## src/rtl/piradip_axi4_pkg.sv

```systemverilog
// Shared AXI4 / AXI4-Lite definitions: response codes, response type and the
// command record exchanged with the AXI4-Lite manager.
package piradip_axi4;

   typedef logic [1:0] resp_t;

   localparam resp_t AXI_RESP_OKAY   = 2'b00;
   localparam resp_t AXI_RESP_EXOKAY = 2'b01;
   localparam resp_t AXI_RESP_SLVERR = 2'b10;
   localparam resp_t AXI_RESP_DECERR = 2'b11;

   localparam int AXI_LITE_ADDR_W = 32;
   localparam int AXI_LITE_DATA_W = 32;
   localparam int AXI_LITE_STRB_W = AXI_LITE_DATA_W / 8;

   typedef struct packed {
      logic                       write;
      logic [AXI_LITE_ADDR_W-1:0] addr;
      logic [AXI_LITE_DATA_W-1:0] wdata;
      logic [AXI_LITE_STRB_W-1:0] wstrb;
   } axi_lite_cmd_t;

endpackage

```

## src/rtl/axi4mm_lite.sv

```systemverilog
// AXI4-Lite bundle with manager and subordinate views.
interface axi4mm_lite
   import piradip_axi4::*;
#(
   parameter int ADDR_WIDTH = 32,
   parameter int DATA_WIDTH = 32
) (
   input logic aclk,
   input logic aresetn
);
   localparam int STRB_WIDTH = DATA_WIDTH / 8;

   logic [ADDR_WIDTH-1:0] awaddr;
   logic [2:0]            awprot;
   logic                  awvalid;
   logic                  awready;
   logic [DATA_WIDTH-1:0] wdata;
   logic [STRB_WIDTH-1:0] wstrb;
   logic                  wvalid;
   logic                  wready;
   resp_t                 bresp;
   logic                  bvalid;
   logic                  bready;
   logic [ADDR_WIDTH-1:0] araddr;
   logic [2:0]            arprot;
   logic                  arvalid;
   logic                  arready;
   logic [DATA_WIDTH-1:0] rdata;
   resp_t                 rresp;
   logic                  rvalid;
   logic                  rready;

   modport MANAGER (
      input  aclk, aresetn,
      output awaddr, awprot, awvalid, input awready,
      output wdata, wstrb, wvalid, input wready,
      input  bresp, bvalid, output bready,
      output araddr, arprot, arvalid, input arready,
      input  rdata, rresp, rvalid, output rready
   );

   modport SUBORDINATE (
      input  aclk, aresetn,
      input  awaddr, awprot, awvalid, output awready,
      input  wdata, wstrb, wvalid, output wready,
      output bresp, bvalid, input bready,
      input  araddr, arprot, arvalid, output arready,
      output rdata, rresp, rvalid, input rready
   );
endinterface

```

## src/rtl/piradip_axi4mmlite_manager.sv

```systemverilog
// Single-outstanding AXI4-Lite manager: a valid/ready command port in, one
// AXI4-Lite read or write out, a held response with its bus latency back.
module piradip_axi4mmlite_manager
   import piradip_axi4::*;
#(
   parameter logic [2:0] PROT       = 3'b000,
   parameter int         LAT_WIDTH  = 16,
   // Must match the widths of the connected axi4mm_lite instance.
   parameter int         ADDR_WIDTH = AXI_LITE_ADDR_W,
   parameter int         DATA_WIDTH = AXI_LITE_DATA_W,
   localparam int        STRB_WIDTH = DATA_WIDTH / 8
) (
   input  logic                  aclk,
   input  logic                  aresetn,
   axi4mm_lite.MANAGER           aximm,
   input  logic                  cmd_valid,
   output logic                  cmd_ready,
   input  logic                  cmd_write,
   input  logic [ADDR_WIDTH-1:0] cmd_addr,
   input  logic [DATA_WIDTH-1:0] cmd_wdata,
   input  logic [STRB_WIDTH-1:0] cmd_wstrb,
   output logic                  rsp_valid,
   input  logic                  rsp_ready,
   output logic                  rsp_write,
   output logic [DATA_WIDTH-1:0] rsp_rdata,
   output logic [1:0]            rsp_resp,
   output logic [LAT_WIDTH-1:0]  rsp_latency
);

   typedef enum logic [2:0] {
      S_IDLE, S_WRITE, S_WR_RESP, S_READ, S_RD_DATA, S_RSP
   } state_t;

   state_t                state_q, state_d;
   logic                  cmd_ready_q, cmd_ready_d;
   logic                  awvalid_q, awvalid_d;
   logic                  wvalid_q, wvalid_d;
   logic                  arvalid_q, arvalid_d;
   logic                  bready_q, bready_d;
   logic                  rready_q, rready_d;
   logic                  rsp_valid_q, rsp_valid_d;
   logic                  aw_done_q, aw_done_d;
   logic                  w_done_q, w_done_d;
   logic                  write_q, write_d;
   logic [ADDR_WIDTH-1:0] addr_q, addr_d;
   logic [DATA_WIDTH-1:0] wdata_q, wdata_d;
   logic [STRB_WIDTH-1:0] wstrb_q, wstrb_d;
   logic [DATA_WIDTH-1:0] rdata_q, rdata_d;
   resp_t                 resp_q, resp_d;
   logic [LAT_WIDTH-1:0]  lat_q, lat_d;
   logic                  aw_hs, w_hs;

   function automatic logic [LAT_WIDTH-1:0] sat_inc(input logic [LAT_WIDTH-1:0] v);
      return (&v) ? v : v + {{(LAT_WIDTH-1){1'b0}}, 1'b1};
   endfunction

   assign aw_hs = awvalid_q && aximm.awready;
   assign w_hs  = wvalid_q && aximm.wready;

   always_comb begin
      state_d     = state_q;
      cmd_ready_d = cmd_ready_q;
      awvalid_d   = awvalid_q;
      wvalid_d    = wvalid_q;
      arvalid_d   = arvalid_q;
      bready_d    = bready_q;
      rready_d    = rready_q;
      rsp_valid_d = rsp_valid_q;
      aw_done_d   = aw_done_q;
      w_done_d    = w_done_q;
      write_d     = write_q;
      addr_d      = addr_q;
      wdata_d     = wdata_q;
      wstrb_d     = wstrb_q;
      rdata_d     = rdata_q;
      resp_d      = resp_q;
      lat_d       = lat_q;

      case (state_q)
         S_IDLE: begin
            // cmd_ready comes up one cycle after reset release or response drain
            cmd_ready_d = 1'b1;
            if (cmd_ready_q && cmd_valid) begin
               cmd_ready_d = 1'b0;
               write_d     = cmd_write;
               addr_d      = cmd_addr;
               wdata_d     = cmd_wdata;
               wstrb_d     = cmd_wstrb;
               rdata_d     = '0;
               resp_d      = AXI_RESP_OKAY;
               lat_d       = '0;
               aw_done_d   = 1'b0;
               w_done_d    = 1'b0;
               if (cmd_write) begin
                  state_d   = S_WRITE;
                  awvalid_d = 1'b1;
                  wvalid_d  = 1'b1;
               end else begin
                  state_d   = S_READ;
                  arvalid_d = 1'b1;
               end
            end
         end
         S_WRITE: begin
            lat_d = sat_inc(lat_q);
            if (aw_hs) begin
               awvalid_d = 1'b0;
               aw_done_d = 1'b1;
            end
            if (w_hs) begin
               wvalid_d = 1'b0;
               w_done_d = 1'b1;
            end
            if ((aw_done_q || aw_hs) && (w_done_q || w_hs)) begin
               state_d  = S_WR_RESP;
               bready_d = 1'b1;
            end
         end
         S_WR_RESP: begin
            lat_d = sat_inc(lat_q);
            if (bready_q && aximm.bvalid) begin
               bready_d    = 1'b0;
               resp_d      = aximm.bresp;
               rsp_valid_d = 1'b1;
               state_d     = S_RSP;
            end
         end
         S_READ: begin
            lat_d = sat_inc(lat_q);
            if (arvalid_q && aximm.arready) begin
               arvalid_d = 1'b0;
               rready_d  = 1'b1;
               state_d   = S_RD_DATA;
            end
         end
         S_RD_DATA: begin
            lat_d = sat_inc(lat_q);
            if (rready_q && aximm.rvalid) begin
               rready_d    = 1'b0;
               rdata_d     = aximm.rdata;
               resp_d      = aximm.rresp;
               rsp_valid_d = 1'b1;
               state_d     = S_RSP;
            end
         end
         S_RSP: begin
            if (rsp_ready) begin
               rsp_valid_d = 1'b0;
               cmd_ready_d = 1'b1;
               state_d     = S_IDLE;
            end
         end
         default: begin
            state_d     = S_IDLE;
            cmd_ready_d = 1'b0;
            awvalid_d   = 1'b0;
            wvalid_d    = 1'b0;
            arvalid_d   = 1'b0;
            bready_d    = 1'b0;
            rready_d    = 1'b0;
            rsp_valid_d = 1'b0;
         end
      endcase
   end

   always_ff @(posedge aclk or negedge aresetn) begin
      if (!aresetn) begin
         state_q     <= S_IDLE;
         cmd_ready_q <= 1'b0;
         awvalid_q   <= 1'b0;
         wvalid_q    <= 1'b0;
         arvalid_q   <= 1'b0;
         bready_q    <= 1'b0;
         rready_q    <= 1'b0;
         rsp_valid_q <= 1'b0;
         aw_done_q   <= 1'b0;
         w_done_q    <= 1'b0;
         write_q     <= 1'b0;
         addr_q      <= '0;
         wdata_q     <= '0;
         wstrb_q     <= '0;
         rdata_q     <= '0;
         resp_q      <= AXI_RESP_OKAY;
         lat_q       <= '0;
      end else begin
         state_q     <= state_d;
         cmd_ready_q <= cmd_ready_d;
         awvalid_q   <= awvalid_d;
         wvalid_q    <= wvalid_d;
         arvalid_q   <= arvalid_d;
         bready_q    <= bready_d;
         rready_q    <= rready_d;
         rsp_valid_q <= rsp_valid_d;
         aw_done_q   <= aw_done_d;
         w_done_q    <= w_done_d;
         write_q     <= write_d;
         addr_q      <= addr_d;
         wdata_q     <= wdata_d;
         wstrb_q     <= wstrb_d;
         rdata_q     <= rdata_d;
         resp_q      <= resp_d;
         lat_q       <= lat_d;
      end
   end

   // The captured address serves both channels; only one is ever active.
   assign aximm.awaddr  = addr_q;
   assign aximm.awprot  = PROT;
   assign aximm.awvalid = awvalid_q;
   assign aximm.wdata   = wdata_q;
   assign aximm.wstrb   = wstrb_q;
   assign aximm.wvalid  = wvalid_q;
   assign aximm.bready  = bready_q;
   assign aximm.araddr  = addr_q;
   assign aximm.arprot  = PROT;
   assign aximm.arvalid = arvalid_q;
   assign aximm.rready  = rready_q;

   assign cmd_ready   = cmd_ready_q;
   assign rsp_valid   = rsp_valid_q;
   assign rsp_write   = write_q;
   assign rsp_rdata   = rdata_q;
   assign rsp_resp    = resp_q;
   assign rsp_latency = lat_q;

endmodule
```

## src/flat_wrapper.sv

```systemverilog
// flat-port wrapper written by rule: the top's interface ports become plain ports
module piradip_axi4mmlite_manager_flat import piradip_axi4::*;
#(
   parameter logic [2:0] PROT       = 3'b000,
   parameter int         LAT_WIDTH  = 16,
                                                                  
   parameter int         ADDR_WIDTH = AXI_LITE_ADDR_W,
   parameter int         DATA_WIDTH = AXI_LITE_DATA_W,
   localparam int        STRB_WIDTH = DATA_WIDTH / 8
)
  (aclk, aresetn, cmd_valid, cmd_ready, cmd_write, cmd_addr, cmd_wdata, cmd_wstrb, rsp_valid, rsp_ready, rsp_write, rsp_rdata, rsp_resp, rsp_latency, aximm_awaddr, aximm_awprot, aximm_awvalid, aximm_awready, aximm_wdata, aximm_wstrb, aximm_wvalid, aximm_wready, aximm_bresp, aximm_bvalid, aximm_bready, aximm_araddr, aximm_arprot, aximm_arvalid, aximm_arready, aximm_rdata, aximm_rresp, aximm_rvalid, aximm_rready);
  axi4mm_lite #(.ADDR_WIDTH(ADDR_WIDTH), .DATA_WIDTH(DATA_WIDTH)) aximm_i (.aclk(aclk), .aresetn(aresetn));
  input  logic aclk;
  input  logic aresetn;
  input  logic cmd_valid;
  output logic cmd_ready;
  input  logic cmd_write;
  input  logic [ADDR_WIDTH-1:0] cmd_addr;
  input  logic [DATA_WIDTH-1:0] cmd_wdata;
  input  logic [STRB_WIDTH-1:0] cmd_wstrb;
  output logic rsp_valid;
  input  logic rsp_ready;
  output logic rsp_write;
  output logic [DATA_WIDTH-1:0] rsp_rdata;
  output logic [1:0] rsp_resp;
  output logic [LAT_WIDTH-1:0] rsp_latency;
  output wire logic [$bits(aximm_i.awaddr)-1:0] aximm_awaddr;
  output wire logic [$bits(aximm_i.awprot)-1:0] aximm_awprot;
  output wire logic [$bits(aximm_i.awvalid)-1:0] aximm_awvalid;
  input wire logic [$bits(aximm_i.awready)-1:0] aximm_awready;
  output wire logic [$bits(aximm_i.wdata)-1:0] aximm_wdata;
  output wire logic [$bits(aximm_i.wstrb)-1:0] aximm_wstrb;
  output wire logic [$bits(aximm_i.wvalid)-1:0] aximm_wvalid;
  input wire logic [$bits(aximm_i.wready)-1:0] aximm_wready;
  input wire logic [$bits(aximm_i.bresp)-1:0] aximm_bresp;
  input wire logic [$bits(aximm_i.bvalid)-1:0] aximm_bvalid;
  output wire logic [$bits(aximm_i.bready)-1:0] aximm_bready;
  output wire logic [$bits(aximm_i.araddr)-1:0] aximm_araddr;
  output wire logic [$bits(aximm_i.arprot)-1:0] aximm_arprot;
  output wire logic [$bits(aximm_i.arvalid)-1:0] aximm_arvalid;
  input wire logic [$bits(aximm_i.arready)-1:0] aximm_arready;
  input wire logic [$bits(aximm_i.rdata)-1:0] aximm_rdata;
  input wire logic [$bits(aximm_i.rresp)-1:0] aximm_rresp;
  input wire logic [$bits(aximm_i.rvalid)-1:0] aximm_rvalid;
  output wire logic [$bits(aximm_i.rready)-1:0] aximm_rready;
  assign aximm_awaddr = aximm_i.awaddr;
  assign aximm_awprot = aximm_i.awprot;
  assign aximm_awvalid = aximm_i.awvalid;
  assign aximm_i.awready = aximm_awready;
  assign aximm_wdata = aximm_i.wdata;
  assign aximm_wstrb = aximm_i.wstrb;
  assign aximm_wvalid = aximm_i.wvalid;
  assign aximm_i.wready = aximm_wready;
  assign aximm_i.bresp = aximm_bresp;
  assign aximm_i.bvalid = aximm_bvalid;
  assign aximm_bready = aximm_i.bready;
  assign aximm_araddr = aximm_i.araddr;
  assign aximm_arprot = aximm_i.arprot;
  assign aximm_arvalid = aximm_i.arvalid;
  assign aximm_i.arready = aximm_arready;
  assign aximm_i.rdata = aximm_rdata;
  assign aximm_i.rresp = aximm_rresp;
  assign aximm_i.rvalid = aximm_rvalid;
  assign aximm_rready = aximm_i.rready;
  piradip_axi4mmlite_manager #(.PROT(PROT), .LAT_WIDTH(LAT_WIDTH), .ADDR_WIDTH(ADDR_WIDTH), .DATA_WIDTH(DATA_WIDTH)) u_core (.aclk(aclk), .aresetn(aresetn), .aximm(aximm_i), .cmd_valid(cmd_valid), .cmd_ready(cmd_ready), .cmd_write(cmd_write), .cmd_addr(cmd_addr), .cmd_wdata(cmd_wdata), .cmd_wstrb(cmd_wstrb), .rsp_valid(rsp_valid), .rsp_ready(rsp_ready), .rsp_write(rsp_write), .rsp_rdata(rsp_rdata), .rsp_resp(rsp_resp), .rsp_latency(rsp_latency));
endmodule
```

## config.mk

```make
export PLATFORM = sky130hd
export DESIGN_NAME = piradip_axi4mmlite_manager_flat
export DESIGN_NICKNAME = d
export VERILOG_FILES = /design/src/rtl/piradip_axi4_pkg.sv /design/src/rtl/axi4mm_lite.sv /design/src/rtl/piradip_axi4mmlite_manager.sv /design/src/flat_wrapper.sv
export SDC_FILE = /design/constraint.sdc
export NUM_CORES = 1
export LEC_CHECK = 0
export ABC_CLOCK_PERIOD_IN_PS = 2000
export CAP_MARGIN = 20
export CORE_MARGIN = 1.5
export CORE_UTILIZATION = 41
export DETAILED_ROUTE_END_ITERATION = 8
export GPL_TIMING_DRIVEN = 0
export PLACE_DENSITY_LB_ADDON = 0.2
export SETUP_SLACK_MARGIN = 0.1
export SYNTH_ARGS = -nofsm -noshare
export SYNTH_HDL_FRONTEND = slang
export SYNTH_SLANG_ARGS = --single-unit
```

## constraint.sdc

```tcl
create_clock -name aclk -period 2 [get_ports aclk]
set_input_delay 0.3 -clock aclk [delete_from_list [all_inputs] [get_ports aclk]]
set_output_delay 0.3 -clock aclk [all_outputs]
set_load 0.1 [all_outputs]
```

==> results.env <==
STATUS='finished, final reports clean'
FINAL_AREA_UM2=9890
POSTSYNTHAREAPERCELL_UM2=11.4
CTS_HTREE_LEVELS=4
YS_SEQ_ELEMENTS=131
LAYOUT.FILLER_CELLS=1003
MAX_CLOCK_FREQ_MHz=543
CTS.ROOT.BUFFER_CELL='sky130_fd_sc_hd__clkbuf_16'
ROUTED-WL-MET2_MM=8.81
SYNTH_ENABLE_FLOP_CELLS=0
GP_CONGESTION=0.819
GLOBAL_ROUTE.USAGE.TOTAL_PCT=22.8
MULTI_INPUT_COMB_AREA_UM2=2260
SETUP_VIOL_COUNT_FINAL=0
CTS_TREE='built'
UNREPAIRED_SETUP_ENDPOINTS_AFTER_GLOBAL_ROUTING='yes'
SYNTH_CELL_AREA_UM2=5860
FF_LATCH_AREA_UM2=3340
CLK_LATENCY_NS=0.42
CLOCK_PATH_BUFFERS=2
GRT_PASS1_WL_MM=26.2
NUMCLOCKSINKS=131
CORE_UM2=13900
WIRELENGTH_MET1_MM=6.52
GRT_OVERFLOW=0
MOST_COMMON_CELL_AFTER_LAYOUT_FILL_AND_TAPS_ASIDE='sky130_fd_sc_hd__clkdlybuf4s15_2'
MIN_PATH_TYPE='in2reg'
FINAL_CORE_UTIL_PCT=71.0
FLOORPLAN.IO_PINS=278
DIE_Y_UM=123
POST_ROUTE_CELLS_DRIVE_ABOVE_1_SHARE_PCT=43.9
PLACE_HPWL_MM=12.6
NUM-NETS-FINAL=936
FINALCRITICALPERIOD_NS=1.84
DR.MAX_LAYER_USED='met4'
YS.WARNINGS.COUNT=0
DPL_CELL_AREA_UM2=8930
NUMBER_OF_GLOBAL_ROUTE_VIAS_BEFORE_REPAIR=5120
POSTSYNTH.ASYNCRESETSHARE_PCT=100
TIMING.CRITICAL_PATH.FROM_TYPE='flip-flop'
DETAIL_ROUTE.ITER0.VIOLATIONS=300
FINALHOLDVIOLATIONS=0
GRT_ANTENNA_BEFORE_REPAIR=0
TIMING_MAX_TRANSITION_VIOLATIONS_FINAL=0
DRT_FIRST_PASS_ITERS=4
CRITPATHMAXFANOUT=10
PRE_CTS_SLACK_NS=-0.355
DRTANTENNAVIOLNETS=0
DIEAREA_UM2=15000
GRT_START_MAX_NET_PINS=69
VIAS_PER_CELL=4.99
CRITPATHKIND='reg2reg'
NUM_ANTENNA_CELLS=0
CAP_VIOL_MAX_COUNT=0
COUNT_OF_PORT_BUFFERS_ADDED_DURING_PLACEMENT=271
DETAILROUTE.WIRELENGTH.MET3_MM=1.35
FP-ROW-COUNT=43
MAX-SLEW-MARGIN-REL_PCT=59.7
POSTSYNTH.TOPFLOPCELL='sky130_fd_sc_hd__dfrtp_1'
SYNTHTOLAYOUTAREAGROWTH_PCT=68.8
CP_DATA_REQUIRED_TIME_NS=2.33
SYNTH_SEQ_AREA_SHARE_PCT=55.9
SYNTH_CELLS=515
FINCLKSKEW_NS=0.0173
DETAIL_ROUTE.DRC_VIOLATIONS=0
SYNTH_CELL_TYPE_COUNT=53
FLOORPLAN.DIE.WIDTH_UM=123
CRIT_PATH_END_KIND='flip-flop'
ROUTE.FINAL.WIRE_LENGTH_MM=17.1
TOTAL_CLOCK_BUFFERS_CREATED_BY_CTS=17
SETUP_WS_NS=0.158
CLK_TRANSITION_REPORTED_PATHS_NS=0.06
AVGROUTEDWIREPERCELL_UM=16.9
NUM_VIAS=5045
TIGHTEST_SLEW_NS=0.604
CRITPATHARRIVALTIME_NS=2.17
FIN_CRIT_SH_PCT=92.1
LAYOUT_COMMON_CELLS='157 x sky130_fd_sc_hd__clkdlybuf4s15_2, 114 x sky130_fd_sc_hd__dfrtp_1, 112 x sky130_fd_sc_hd__clkdlybuf4s50_1'
FLOORPLAN.INITIALDENSITY_PCT=42.1
[critical path: stages (launching register included)]
cell and delay [ns]:
sky130_fd_sc_hd__dfrtp_1 0.41, sky130_fd_sc_hd__buf_4 0.21, sky130_fd_sc_hd__o21ai_1 0.23, sky130_fd_sc_hd__nor2b_4 0.24, sky130_fd_sc_hd__clkbuf_4 0.22, sky130_fd_sc_hd__clkbuf_4 0.22
sky130_fd_sc_hd__nand2_1 0.07, sky130_fd_sc_hd__o221ai_1 0.15
[cell type report]
cell class / instances / share of cell area, %
buffer: 66 / 4.69
clock buffer: 21 / 4.55
clock inverter: 11 / 1.32
inverter: 8 / 0.304
multi-input combinational: 315 / 22.8
sequential: 131 / 33.8
tap: 180 / 2.28
timing repair buffer: 280 / 30.3
[registers in the layout, indices dropped and copies added (netlist names)]
| name | cells |
|---|---|
| u_core.rsp_write | 1 |
| u_core.aw_done_q | 1 |
| u_core.aximm.arvalid | 1 |
| u_core.cmd_ready | 1 |
| u_core.aximm.wdata | 32 |
| u_core.aximm.araddr | 32 |
| u_core.aximm.wstrb | 4 |
| u_core.aximm.bready | 1 |
| u_core.aximm.wvalid | 1 |
| u_core.rsp_rdata | 32 |
| u_core.state_q | 3 |
| u_core.aximm.awvalid | 1 |
| u_core.rsp_resp | 2 |
| u_core.w_done_q | 1 |
| u_core.aximm.rready | 1 |
| u_core.rsp_valid | 1 |
| u_core.rsp_latency | 16 |
[logic make-up (layout without fill, tap and decap cells)]
family	Yosys count	count (layout)	synth area share, %
simple gates	162	162	13.0
flops	131	131	55.9
mux	74	74	14.2
buf+inv	74	386	7.45
compound gates	70	70	8.77
fa+ha+maj	3	3	0.640
other cells	1	6	0.0640
[Yosys cell counts, types with 4 or more instances]
cell type | count | area (µm²)
sky130_fd_sc_hd__dfrtp_1 | 131 | 3280
sky130_fd_sc_hd__mux2_2 | 73 | 822
sky130_fd_sc_hd__o21ai_0 | 6 | 30.0
sky130_fd_sc_hd__nand3_1 | 42 | 210
sky130_fd_sc_hd__clkbuf_1 | 12 | 45.0
sky130_fd_sc_hd__buf_2 | 13 | 65.1
sky130_fd_sc_hd__a21oi_1 | 15 | 75.1
sky130_fd_sc_hd__nand2_1 | 78 | 293
sky130_fd_sc_hd__inv_1 | 8 | 30.0
sky130_fd_sc_hd__and3_1 | 4 | 25.0
sky130_fd_sc_hd__nor3_1 | 6 | 30.0
sky130_fd_sc_hd__buf_4 | 38 | 285
sky130_fd_sc_hd__a31oi_1 | 10 | 62.6
sky130_fd_sc_hd__nor2_1 | 15 | 56.3
[stage by stage]
step / cells / hold slack (ns) / setup TNS, ns
after CTS: 1005 / 0.405 / 0
after global placement: 971 / 0.450 / -614.44
after floorplan: 520 / 0.00441 / -0.0342
final: 1012 / 0.415 / 0
after detailed placement: 972 / 0.335 / -22.02
after global routing: 1012 / 0.427 / 0
[routing by layer]
metal / up-vias / track usage [%]
met4: 0 / 9.01
met2: 195 / 38.8
met1: 2449 / 25.9
li1: 2375 / -
met5: - / 0
met3: 26 / 8.69
[worst paths after layout]
path | start | end | slack (ns) | cells after the start
worst max-delay path | u_core.state_q[1] | u_core.rsp_latency[11] | 0.16 | 7
worst min-delay path | aximm_rdata[16] | u_core.rsp_rdata[16] | 0.42 | 3
worst max register to register | u_core.state_q[1] | u_core.rsp_latency[11] | 0.16 | 7
worst min register to register | u_core.rsp_rdata[10] | u_core.rsp_rdata[10] | 0.47 | 2
max in group asynchronous | aresetn | u_core.aximm.araddr[20] | 0.79 | 3
min in group asynchronous | aresetn | u_core.rsp_rdata[21] | 0.46 | 2
[timing repair]
| item | in CTS | in global routing |
|---|---|---|
| resized for setup | 501 | 13 |
| setup endpoints to repair | 273 | 119 |
| setup buffers | 0 | 7 |
| hold buffers | 1 | 0 |
| pin swaps | 1 | 8 |
| endpoints found under the hold margin | 63 | 0 |
Power is left out: the tool's default activity adds up to more than one toggle a clock period on the data nets, which glitch-free logic cannot reach.
==> RTL change 1 (same flow settings) <==
Encoding of `state_t`: now one-hot (6 bits for 6 states).
--- a/src/rtl/piradip_axi4mmlite_manager.sv
+++ b/src/rtl/piradip_axi4mmlite_manager.sv
@@ -27,8 +27,8 @@
    output logic [LAT_WIDTH-1:0]  rsp_latency
 );
 
-   typedef enum logic [2:0] {
-      S_IDLE, S_WRITE, S_WR_RESP, S_READ, S_RD_DATA, S_RSP
+   typedef enum logic [5:0] {
+      S_IDLE = 6'b000001, S_WRITE = 6'b000010, S_WR_RESP = 6'b000100, S_READ = 6'b001000, S_RD_DATA = 6'b010000, S_RSP = 6'b100000
    } state_t;
 
    state_t                state_q, state_d;
Behaviour: no difference found for any inputs over 4 cycles, from zero or initial values and one cycle with aresetn low; so few cycles prove little.
==> RTL change 1 against the original RTL <==
The run now ends with negative setup slack left. Area after synthesis is 2.2% higher. Worst setup slack worse by 0.17 ns. Sequential cell count is 3 higher. Final area is 13% higher. Utilization is 6.5 points higher. Clock skew is 0.0070 ns lower. Wire length is 22% higher. Critical endpoint is now u_core.rsp_valid. Highest routed layer unchanged.
Power is left out: the tool's default activity adds up to more than one toggle a clock period on the data nets, which glitch-free logic cannot reach.
==> RTL change 1: results (changes against the original RTL) <==
----------------------------------------------------
[Yosys]
  Fraction of registers with async set or reset after synthesis ... 100.0% (unchanged)
  Post-synth EDFFs ... 0 (unchanged)
  Number of warning messages in the yosys log ... 0 (unchanged)
  Synthesized-area fraction occupied by ao, oa, aoi and oai cells ... 11.98% (+3.2 points)
  Portion of netlist area occupied by mux cells ... 13.67% (-0.52 points)
  Mean instance size in the synthesized netlist ... 12.23 um^2 (+7.5%)
  XOR/XNOR Fraction of Synth Area ... 0.7307% (+0.73 points)
  Most common library cells after synthesis ... dfrtp_1, mux2_2, buf_4
  Sequential share of the synthesized area ... 55.97% (about the same)
  Leading register cell type out of synthesis ... dfrtp_1
  Post-synthesis adder-cell area fraction ... 0.2088% (-0.43 points)
  Unique masters post-synth ... 51 (-3.8%)
  Synth area leaders ... dfrtp_1, mux2_2, buf_4

[Final layout]
  Final-layout fill cell count ... 880 (-12%)
  Post-route insts no fill ... 1030 (+1.8%)
  Fraction of layout cells with a size suffix above 1 ... 54.37% (+11 points)
  Count of antenna diodes in the layout ... 0 (unchanged)
  # nets final ... 948 (+1.3%)

[Drt]
  Detailed-route via count ... 5426 (+7.6%)
  Initial DRC count ... 327 (+9.0%)
  DRT Pass-1 Iters ... 5 (+1)
  Wirelength per Cell ... 20.27 um (+20%)

[Place]
  Total half-perimeter wirelength after legalization and detailed placement ... 12700 um (+0.66%)
  Buffers on Ports ... 271 (unchanged)
  Area of placed instances ... 9044 um^2 (+1.2%)
  Pre-CTS worst setup slack ... -0.2784 ns (+0.07652 ns)
  Routability Congestion ... 0.9023 (+10%)

[CTS]
  Root buffer cell ... clkbuf_16
  Max clock buf depth ... 2 (unchanged)
  Clk slew on worst S/H paths ... 0.06 ns (about the same)
  H-tree depth ... 4 (unchanged)
  TritonCTS buffer count ... 17 (unchanged)
  Worst-Skew Late Latency ... 0.42 ns (about the same)

[Outcome]
  Outcome ... finished, violations left
  Violations in the final reports ... negative setup slack

[Worst setup path]
  Critical Path Fanout Max ... 8 (-2)
  Crit path arrival time ... 2.36 ns (+0.19 ns)

[GRT]
  Overall track demand over capacity in global routing ... 24.34% (+1.5 points)
  Largest net degree at the start of global routing ... 99 (+43%)
  Initial antenna violation count ... 0 (unchanged)
  Number of global-route vias before repair ... 5374 (+5.0%)
  First-pass GRT wire length ... 28080 um (+7.3%)

[Timing]
  Fin worst setup slack ... -0.01487 ns (-0.1730 ns)
  Worst clock skew ... 0.01029 ns (-0.006968 ns)
  Count of final setup violators ... 3 (+3)
  Tightest slew margin relative to the limit ... 59.90% (+0.16 points)

[Worst hold path]
  Class of the tightest hold or removal check ... input pin to asynchronous set/reset pin

----------------------------------------------------
-- RTL change 1: kinds of logic after synthesis --
family	after synthesis
adder cells (fa/ha/maj)	1
other	1
AO/OA/AOI/OAI	101
buffers and inverters	70
AND/OR/NAND/NOR	105
multiplexers	73
flip-flops	134
XOR/XNOR	5
-- RTL change 1: critical path, cell delays in order (launching register included) --
cell	delay, ns
dfrtp_2	0.49
or4_4	0.57
or3_4	0.40
and2_4	0.17
nand4_4	0.18
a2bb2oi_2	0.14
-- RTL change 1: path summary, 6_finish.rpt --
| kind | start | end | slack, ns | cells after the start |
|---|---|---|---|---|
| max in group asynchronous | aresetn | u_core.rsp_latency[2] | 0.79 | 3 |
| worst max-delay path | u_core.state_q[3] | u_core.rsp_valid | -0.01 | 5 |
| worst max register to register | u_core.state_q[3] | u_core.rsp_valid | -0.01 | 5 |
| worst min-delay path | aresetn | u_core.aximm.wdata[13] | 0.36 | 2 |
| worst min register to register | u_core.rsp_rdata[14] | u_core.rsp_rdata[14] | 0.51 | 1 |
| min in group aclk | aximm_rdata[14] | u_core.rsp_rdata[14] | 0.48 | 2 |
-- RTL change 1: through the flow --
step | utilization (%) | hold slack [ns] | TNS (ns)
6_report | 77.47 | 0.3561 | -0.03818
5_1_grt | 77.47 | 0.3891 | -0.7556
4_1_cts | 71.67 | 0.3586 | -0.01418
3_5_place_dp | 62.70 | 0.2239 | -24.56
3_3_place_gp | 62.50 | 0.4834 | -638.45
2_1_floorplan | - | 0.004409 | -0.01784
-- RTL change 1: layer usage --
layer	GRT usage (%)	part of all wire (%)	routed length [um]	vias to the layer above
li1	-	-	-	2442
met1	27.91	37	7662	2666
met3	8.379	8.4	1746	51
met5	0	0	0	-
met2	41.95	52	10800	267
met4	9.375	3.2	670	0
-- RTL change 1: repair_timing --
action | CTS | global route
gates cloned | 2 | 11
setup buffers | 17 | 16
setup endpoints to repair | 289 | 134
endpoints found under the hold margin | 36 | 0
pin swaps | 17 | 50
gates resized for setup | 571 | 147
hold buffers | 1 | 0
-- RTL change 1: cell type report --
class	instances	area (um^2)	area share (%)
Multi-Input combinational cell	291	2888	25.84
Timing Repair Buffer	319	3456	30.93
Inverter	8	30.03	0.2687
Clock inverter	12	128.9	1.153
Tap cell	184	230.2	2.060
Sequential cell	134	3403	30.46
Buffer	62	581.8	5.207
Clock buffer	20	456.7	4.087
==> RTL change 2 (same settings) <==
Made on the original files. Change the package constant `AXI_LITE_DATA_W` from 32 to 28.
--- a/src/rtl/piradip_axi4_pkg.sv
+++ b/src/rtl/piradip_axi4_pkg.sv
@@ -10,7 +10,7 @@
    localparam resp_t AXI_RESP_DECERR = 2'b11;
 
    localparam int AXI_LITE_ADDR_W = 32;
-   localparam int AXI_LITE_DATA_W = 32;
+   localparam int AXI_LITE_DATA_W = 28;
    localparam int AXI_LITE_STRB_W = AXI_LITE_DATA_W / 8;
 
    typedef struct packed {
Ports: changed (6 resized); port bits go from 278 to 260. No check against the original RTL was run, so the function may have changed too.
==> RTL change 2 against the original RTL <==
Via count increased by 7.6%. Synthesized cell count increased by 21%. Sequential cell count decreased by 9. Area after synthesis decreased by 5.4%. Final area decreased by 5.7%. Count of clock-buffer cells in the layout decreased by 2. Critical path depth decreased by 1. Wire length decreased by 3.7%. Worst setup slack got worse by 0.063 ns.
Power is left out: it rests on default switching activity, and per cell area and clock period it moved more than threefold.
==> RTL change 2: results (changes against the original RTL) <==
----------------------------------------------------
[Drt]
  Total length of routed met2 wires ... 8130 um (-7.7%)
  Avg Vias per Cell ... 4.956 (-0.58%)
  Detailed-route via count ... 5427 (+7.6%)
  Initial DRC count ... 479 (+60%)
  Wire length on met1 ... 6500 um (-0.28%)
  Wirelength per Cell ... 15.00 um (-11%)
  Sum of met3 wire segment lengths after detailed routing ... 1369 um (+1.7%)
  DRT Pass-1 Iters ... 5 (+1)

[Yosys]
  Mean instance size in the synthesized netlist ... 8.905 um^2 (-22%)
  Unique masters post-synth ... 55 (+3.8%)
  Portion of netlist area occupied by mux cells ... 1.150% (-13 points)
  Most common library cells after synthesis ... nand2_1, dfrtp_1, nand3_1
  Synth area leaders ... dfrtp_1, nand2_1, buf_4
  Post-synthesis adder-cell area fraction ... 0.6766% (+0.036 points)
  Synthesized-area fraction occupied by ao, oa, aoi and oai cells ... 9.608% (+0.83 points)
  Sequential share of the synthesized area ... 55.03% (-0.89 points)

[Worst setup path]
  CP peak stage delay ... 0.46 ns (+0.05 ns)
  CP delay by family, top ... simple AND/OR/NAND/NOR gates
  Crit path arrival time ... 2.20 ns (+0.03 ns)

[CTS]
  Clk slew on worst S/H paths ... 0.06 ns (about the same)
  Number of buffers inserted by post-CTS setup repair ... 4 (+4)
  Max clock buf depth ... 2 (unchanged)
  Total of cells resized after clock tree synthesis ... 455 (-9.2%)

[Place]
  Pre-CTS worst setup slack ... -0.3808 ns (-0.02590 ns)
  Routability Congestion ... 0.8998 (+9.8%)
  Count of placed standard cells including taps ... 1058 (+8.8%)
  Buffers on Ports ... 253 (-6.6%)
  Total half-perimeter wirelength after legalization and detailed placement ... 11750 um (-6.9%)
  Area of placed instances ... 8419 um^2 (-5.8%)

[Outcome]
  Outcome ... finished, final reports clean

[GRT]
  Overall track demand over capacity in global routing ... 23.62% (+0.80 points)
  Number of global-route vias before repair ... 5452 (+6.5%)
  Largest net degree at the start of global routing ... 75 (+8.7%)
  GR Layer Usage met3 ... 9.435% (+0.75 points)
  Met2 track demand over resource ... 38.58% (-0.24 points)
  Met1 usage in global routing ... 28.09% (+2.2 points)
  First-pass GRT wire length ... 26770 um (+2.3%)

[Timing]
  Worst clock skew ... 0.006293 ns (-0.01097 ns)
  Slew at the pin closest to its max-slew limit ... 0.5835 ns (-0.02053 ns)

[Final layout]
  Final-layout fill cell count ... 1018 (+1.5%)
  Fraction of layout cells with a size suffix above 1 ... 30.03% (-14 points)
  # nets final ... 1015 (+8.4%)

[Worst hold path]
  Class of the tightest hold or removal check ... input pin to asynchronous set/reset pin

----------------------------------------------------
## RTL change 2: area by class of cell
class                      count  area, um^2  area share, %
buffer                        69       436.7          4.681
clock buffer                  19       432.9          4.641
clock inverter                12       198.9          2.133
inverter                       7       26.28         0.2817
multi-input combinational    430        2127          22.80
sequential                   122        3104          33.28
tap                          176       220.2          2.361
timing repair buffer         260        2783          29.83
## RTL change 2: final timing paths
kind	from	to	slack, ns	cells after the start
min in group aclk	cmd_addr[13]	u_core.aximm.araddr[13]	0.41	3
max in group asynchronous	aresetn	u_core.aximm.araddr[15]	0.88	3
worst max register to register	u_core.state_q[0]	u_core.rsp_latency[0]	0.09	6
worst max-delay path	u_core.state_q[0]	u_core.rsp_latency[0]	0.09	6
worst min-delay path	aresetn	u_core.rsp_rdata[15]	0.38	2
worst min register to register	u_core.rsp_rdata[3]	u_core.rsp_rdata[3]	0.47	2
